`src/rtl/mux_rr_stream.sv`:
```
// mux_rr_stream
//   N-channel, W-bit stream multiplexer with a registered output stage.
//   The grant comes either from round-robin arbitration (MODE=0) or from
//   fixed priority with the lowest index winning (MODE=1). With PKT=1 the
//   grant is held from the first beat of a packet until its last beat
//   transfers.
//
//   state     | meaning
//   ----------+-----------------------------------------------------------
//   ST_IDLE   | grant chosen each cycle from in_valid
//   ST_LOCKED | grant held on lock_ch until a last=1 beat transfers
//
// Ports
//   clk        clock, rising edge
//   rst_n      asynchronous active-low reset
//   in_data    channel i data in bits [i*W +: W]
//   in_valid   per-channel beat valid
//   in_last    per-channel last-beat-of-packet flag
//   in_ready   per-channel accept, one-hot or zero
//   out_data   registered output data
//   out_valid  registered output valid
//   out_last   registered last flag
//   out_sel    channel index of the beat held in the output register
//   out_ready  consumer accept
//   busy       high while a packet holds the grant (PKT=1 only)
module mux_rr_stream #(
  parameter int N    = 4,
  parameter int W    = 8,
  parameter int MODE = 0,
  parameter int PKT  = 1
) (
  input  logic                 clk,
  input  logic                 rst_n,
  input  logic [N*W-1:0]       in_data,
  input  logic [N-1:0]         in_valid,
  input  logic [N-1:0]         in_last,
  output logic [N-1:0]         in_ready,
  output logic [W-1:0]         out_data,
  output logic                 out_valid,
  output logic                 out_last,
  output logic [$clog2(N)-1:0] out_sel,
  input  logic                 out_ready,
  output logic                 busy
);

  localparam int SW = $clog2(N);

  localparam logic [0:0] ST_IDLE   = 1'b0;
  localparam logic [0:0] ST_LOCKED = 1'b1;

  logic [0:0]    state;
  logic [SW-1:0] lock_ch;
  logic [SW-1:0] rr_ptr;
  logic [SW-1:0] search_base;
  logic [SW-1:0] idle_grant;
  logic          idle_valid;
  logic [SW-1:0] grant;
  logic          grant_valid;
  logic          ld;
  logic          xfer;
  logic [W-1:0]  sel_data;
  logic          sel_last;
  logic          end_of_grant;
  logic [SW-1:0] rr_next;

  // Returns {found, index} of the first set bit of v at or after base,
  // wrapping N-1 -> 0. Fixed priority is the same search from base 0.
  function automatic logic [SW:0] first_from(input logic [SW-1:0] base,
                                             input logic [N-1:0]  v);
    logic [SW:0]   res;
    logic [SW-1:0] idx;
    logic          found;
    int            pos;
    res   = '0;
    found = 1'b0;
    for (int k = 0; k < N; k++) begin
      pos = int'(base) + k;
      if (pos >= N) pos = pos - N;
      idx = SW'(pos);
      if (!found && v[idx]) begin
        found = 1'b1;
        res   = {1'b1, idx};
      end
    end
    return res;
  endfunction

  always_comb begin
    search_base              = (MODE == 0) ? rr_ptr : '0;
    {idle_valid, idle_grant} = first_from(search_base, in_valid);

    if (state == ST_LOCKED) begin
      grant       = lock_ch;
      grant_valid = in_valid[lock_ch];
    end else begin
      grant       = idle_grant;
      grant_valid = idle_valid;
    end

    // The output register can take a new beat whenever it is empty or
    // being drained this same cycle, so streaming runs without bubbles.
    ld   = !out_valid | out_ready;
    xfer = ld & grant_valid;

    in_ready = '0;
    if (xfer) in_ready[grant] = 1'b1;

    // Only the granted lane is looked at, so junk on idle lanes never
    // reaches the output register.
    sel_data = in_data[int'(grant)*W +: W];
    sel_last = in_last[grant];

    end_of_grant = xfer & ((PKT == 0) | sel_last);
    rr_next      = (grant == SW'(N-1)) ? '0 : grant + SW'(1);
  end

  always_ff @(posedge clk or negedge rst_n) begin
    if (!rst_n) begin
      out_valid <= 1'b0;
      out_data  <= '0;
      out_last  <= 1'b0;
      out_sel   <= '0;
    end else if (ld) begin
      if (xfer) begin
        out_valid <= 1'b1;
        out_data  <= sel_data;
        out_last  <= sel_last;
        out_sel   <= grant;
      end else begin
        out_valid <= 1'b0;
      end
    end
  end

  always_ff @(posedge clk or negedge rst_n) begin
    if (!rst_n) begin
      state   <= ST_IDLE;
      lock_ch <= '0;
    end else begin
      case (state)
        ST_IDLE: begin
          if (xfer && (PKT != 0) && !sel_last) begin
            state   <= ST_LOCKED;
            lock_ch <= grant;
          end
        end
        ST_LOCKED: begin
          if (xfer && sel_last) state <= ST_IDLE;
        end
        default: state <= ST_IDLE;
      endcase
    end
  end

  always_ff @(posedge clk or negedge rst_n) begin
    if (!rst_n) begin
      rr_ptr <= '0;
    end else if ((MODE == 0) && end_of_grant) begin
      rr_ptr <= rr_next;
    end
  end

  assign busy = (state == ST_LOCKED);

endmodule

```
`config.mk`:
```
export PLATFORM = sky130hd
export DESIGN_NAME = mux_rr_stream
export DESIGN_NICKNAME = d
export VERILOG_FILES = /design/src/rtl/mux_rr_stream.sv
export SDC_FILE = /design/constraint.sdc
export NUM_CORES = 1
export LEC_CHECK = 0
export ABC_AREA = 1
export CAP_MARGIN = 20
export CORE_MARGIN = 2
export CORE_UTILIZATION = 42
export CTS_CLUSTER_SIZE = 16
export DETAILED_ROUTE_END_ITERATION = 8
export PLACE_DENSITY = 0.83
export SYNTH_ARGS = -nofsm -noshare
export SYNTH_HDL_FRONTEND = slang
export SYNTH_SLANG_ARGS = --single-unit
export TNS_END_PERCENT = 10
```
`constraint.sdc`:
```
create_clock -name clk -period 4.9 [get_ports clk]
set_clock_uncertainty 0.1 [all_clocks]
set_input_delay 0.98 -clock clk [delete_from_list [all_inputs] [get_ports clk]]
set_output_delay 0.98 -clock clk [all_outputs]
set_load 0.005 [all_outputs]
```
==> run_results.csv <==
group,metric,value,unit
sta,hold_viol_final,0,
synth,synth_sequential_area_ratio,0.273,
floorplan,die_h,64.9,microns
floorplan,rows,22,
sta,setup_viol,0,
floorplan,core,3610,sq um
sta,slew_violations,0,
critical_path,setup.worst_path.start,"in_valid[1]",
clock_network,cts_root_buffer,"clkbuf_8",
detailed_routing,drt-wirelength-per-cell,11.2,microns
worst_hold_path,worstHoldStart,"out_last",
detailed_routing,wirelength,3.97,mm
final_layout,area_delta_synth_final,43.2,%
critical_path,r2r-start,"rr_ptr[0]",
global_routing,grt_use_total,0.210,
final_layout,fillers,346,
power_and_ir_drop,fin_total_pwr,1550,uW
clock_network,clock_latency,260,ps
critical_path,crit_chain,"clkdlybuf4s50_1, inv_1, nand2_1, nand3_1, nand2_1, inv_1, nand3_1, nand3_1, nand2_4, nand2_2, inv_2, ha_1, inv_1, nor2_1, clkdlybuf4s50_1",
outcome,status,"finished, final reports clean",
sta,tightest_slew,763,ps
sta,fmax,0.221,GHz
floorplan,ios,60,
global_routing,grt_max_degree,21,
detailed_routing,drt-initial-drc-count,83,
critical_path,r2r_setup_slack,2260,ps
detailed_routing,vias,1689,
critical_path,slowest_delay,520,ps
synth,syn_avg_cell_area,6.28,sq um
final_layout,fin_nets,356,
clock_network,postCtsHoldBufs,0,
placement,hpwl,3.19,mm
sta,rsz0062_at_grt,"no",
global_routing,grt_pass1_vias,1632,
global_routing,overflow,0,
clock_network,h-tree-depth,1,
critical_path,critPathKind,"input port to output pin",
final_layout,antenna_cells,0,
floorplan,fp.dieW,64.9,microns
critical_path,arrival,3440,ps
clock_network,postCtsSetupBuffers,0,
sta,relSlewSlack,0.490,
clock_network,numClockSinks,17,
worst_hold_path,worstHoldPathType,"flip-flop to flip-flop",
critical_path,setup.worst_path.end_class,"output pin",
critical_path,worstPathRequired,3820,ps
clock_network,ctsLongestPathBuffers,2,
clock_network,clk_pin_slew,70,ps
critical_path,crit_fanout,11,
power_and_ir_drop,power.density,695,nW/um^2
critical_path,crit_family,"buffers and inverters",
synth,yosysUniqueCellTypes,26,
power_and_ir_drop,leakage,0.00114,uW
detailed_routing,drtAntennaViolNets,0,
floorplan,initial_core_util,0.432,
floorplan,die-area,4210,sq um
critical_path,cp-start-kind,"input port",
critical_path,critPathSlowestCell,"clkdlybuf4s50_1",
clock_network,numCtsBuffers,3,
clock_network,cts_resized,0,
synth,syn_area,1560,sq um
synth,synth_warnings,0,
placement,place_congestion,0.865,
sta,period_minus_slack,4520,ps
power_and_ir_drop,ir_drop,0.353,mV
detailed_routing,via_per_inst,4.74,
global_routing,grt_pass1_wl,6.98,mm
synth,synthCells,248,
global_routing,antenna_found_initial,0,
placement,portBuffers,59,
clock_network,cts_tree,"yes",
critical_path,crit_buf_inv,6,
synth,synthesis.nets,295,
synth,synth_seq_cells,17,
sta,period_share,0.923,
detailed_routing,firstDrtPassIters,4,
run,maxCapViolations,0,
sta,tns,0,ps
detailed_routing,drc_errors,0,
final_layout,drive_above_1_share,0.130,
[placed cells by master (no fill, tap or decap), drive strengths merged, types with 2 or more instances in the layout]
master	instances
buf	4
o211ai	3
dfrtp	17
nand3	29
inv	35
nor2	15
ha	4
clkinv	2
clkbuf	3
nand3b	5
nand2	110
clkdlybuf4s50	59
or2	3
o21ai	12
a21oi	5
[per-layer routing]
metal | routed length [microns] | GRT usage | vias to the layer above
li1 | - | - | 886
met1 | 1820 | 0.281 | 733
met2 | 1820 | 0.329 | 62
met3 | 280 | 0.0625 | 8
met4 | 48 | 0.0559 | 0
met5 | 0 | 0 | -
[power breakdown]
part / leakage, uW / total, uW / switching (uW) / internal [uW]
Sequential: 0.000208 / 283 / 66.2 / 216
Combinational: 0.000904 / 1160 / 683 / 476
Clock: 0.0000255 / 108 / 51.4 / 56.6
[final timing paths]
path,endpoint,depth (start not counted)
worst max-delay path,in_ready[1],15
worst min-delay path,out_last,2
worst max register to register,rr_ptr[0],16
worst min register to register,out_last,2
max in group asynchronous,lock_ch[0],1
min in group asynchronous,out_data[3],1
[cell usage after synthesis]
library cell   n  area share
nor2_1         9       0.022
or2_0          3       0.012
clkbuf_1       2      0.0048
dfrtp_1       17        0.27
o211ai_1       3       0.014
o21ai_0        5       0.016
nand2_2       10       0.040
ha_1           4       0.032
and2_4         1      0.0056
a21oi_1        2      0.0064
nor2_2         6       0.024
nand4_1        1      0.0040
nand3b_1       5       0.024
nand2_4        2       0.014
buf_4          1      0.0048
nand3_1       24       0.077
o21ai_1        7       0.023
buf_6          3       0.022
nand2_1       98        0.24
inv_2          5       0.012
clkinv_1       1      0.0024
a21oi_4        1       0.010
nand3_2        5       0.032
inv_1         30       0.072
a21oi_2        2       0.011
buf_2          1      0.0032
[cell type report]
cell class,count,area (sq um),share of cell area
Multi-Input combinational cell,188,942,0.423
Timing Repair Buffer,63,621,0.278
Sequential cell,17,425,0.191
Inverter,36,135,0.0606
Tap cell,48,60.1,0.0269
Clock buffer,3,41.3,0.0185
Clock inverter,1,5.00,0.00224
[logic make-up after synthesis]
group / share of synthesized area
simple gates: 0.492
flops: 0.273
buf+inv: 0.121
compound gates: 0.0812
fa+ha+maj: 0.0322
[worst register-to-register path: cells and delay by family (launching register included)]
kind | cells | cell delay, ps
and+or+nand+nor | 14 | 1350
DFF | 1 | 620
buffers and inverters | 2 | 450
[metrics by stage]
step / std cells / hold slack, ps / utilization / area [sq um] / setup slack (ps)
6_report: 356 / 387 / 0.618 / 2230 / 377
5_1_grt: 356 / 409 / 0.618 / 2230 / 173
4_1_cts: 356 / 391 / 0.618 / 2230 / 372
3_5_place_dp: 352 / 366 / 0.605 / 2180 / 416
3_3_place_gp: 352 / 368 / 0.605 / 2180 / 450
2_1_floorplan: 248 / 357 / - / 1560 / 1600
[sequential cells by signal (all words and copies together) (netlist names), named ones only]
register / cells
out_valid: 1
out_last: 1
out_sel: 2
rr_ptr: 2
out_data: 8
lock_ch: 2
(Power assumes the default switching activity.)
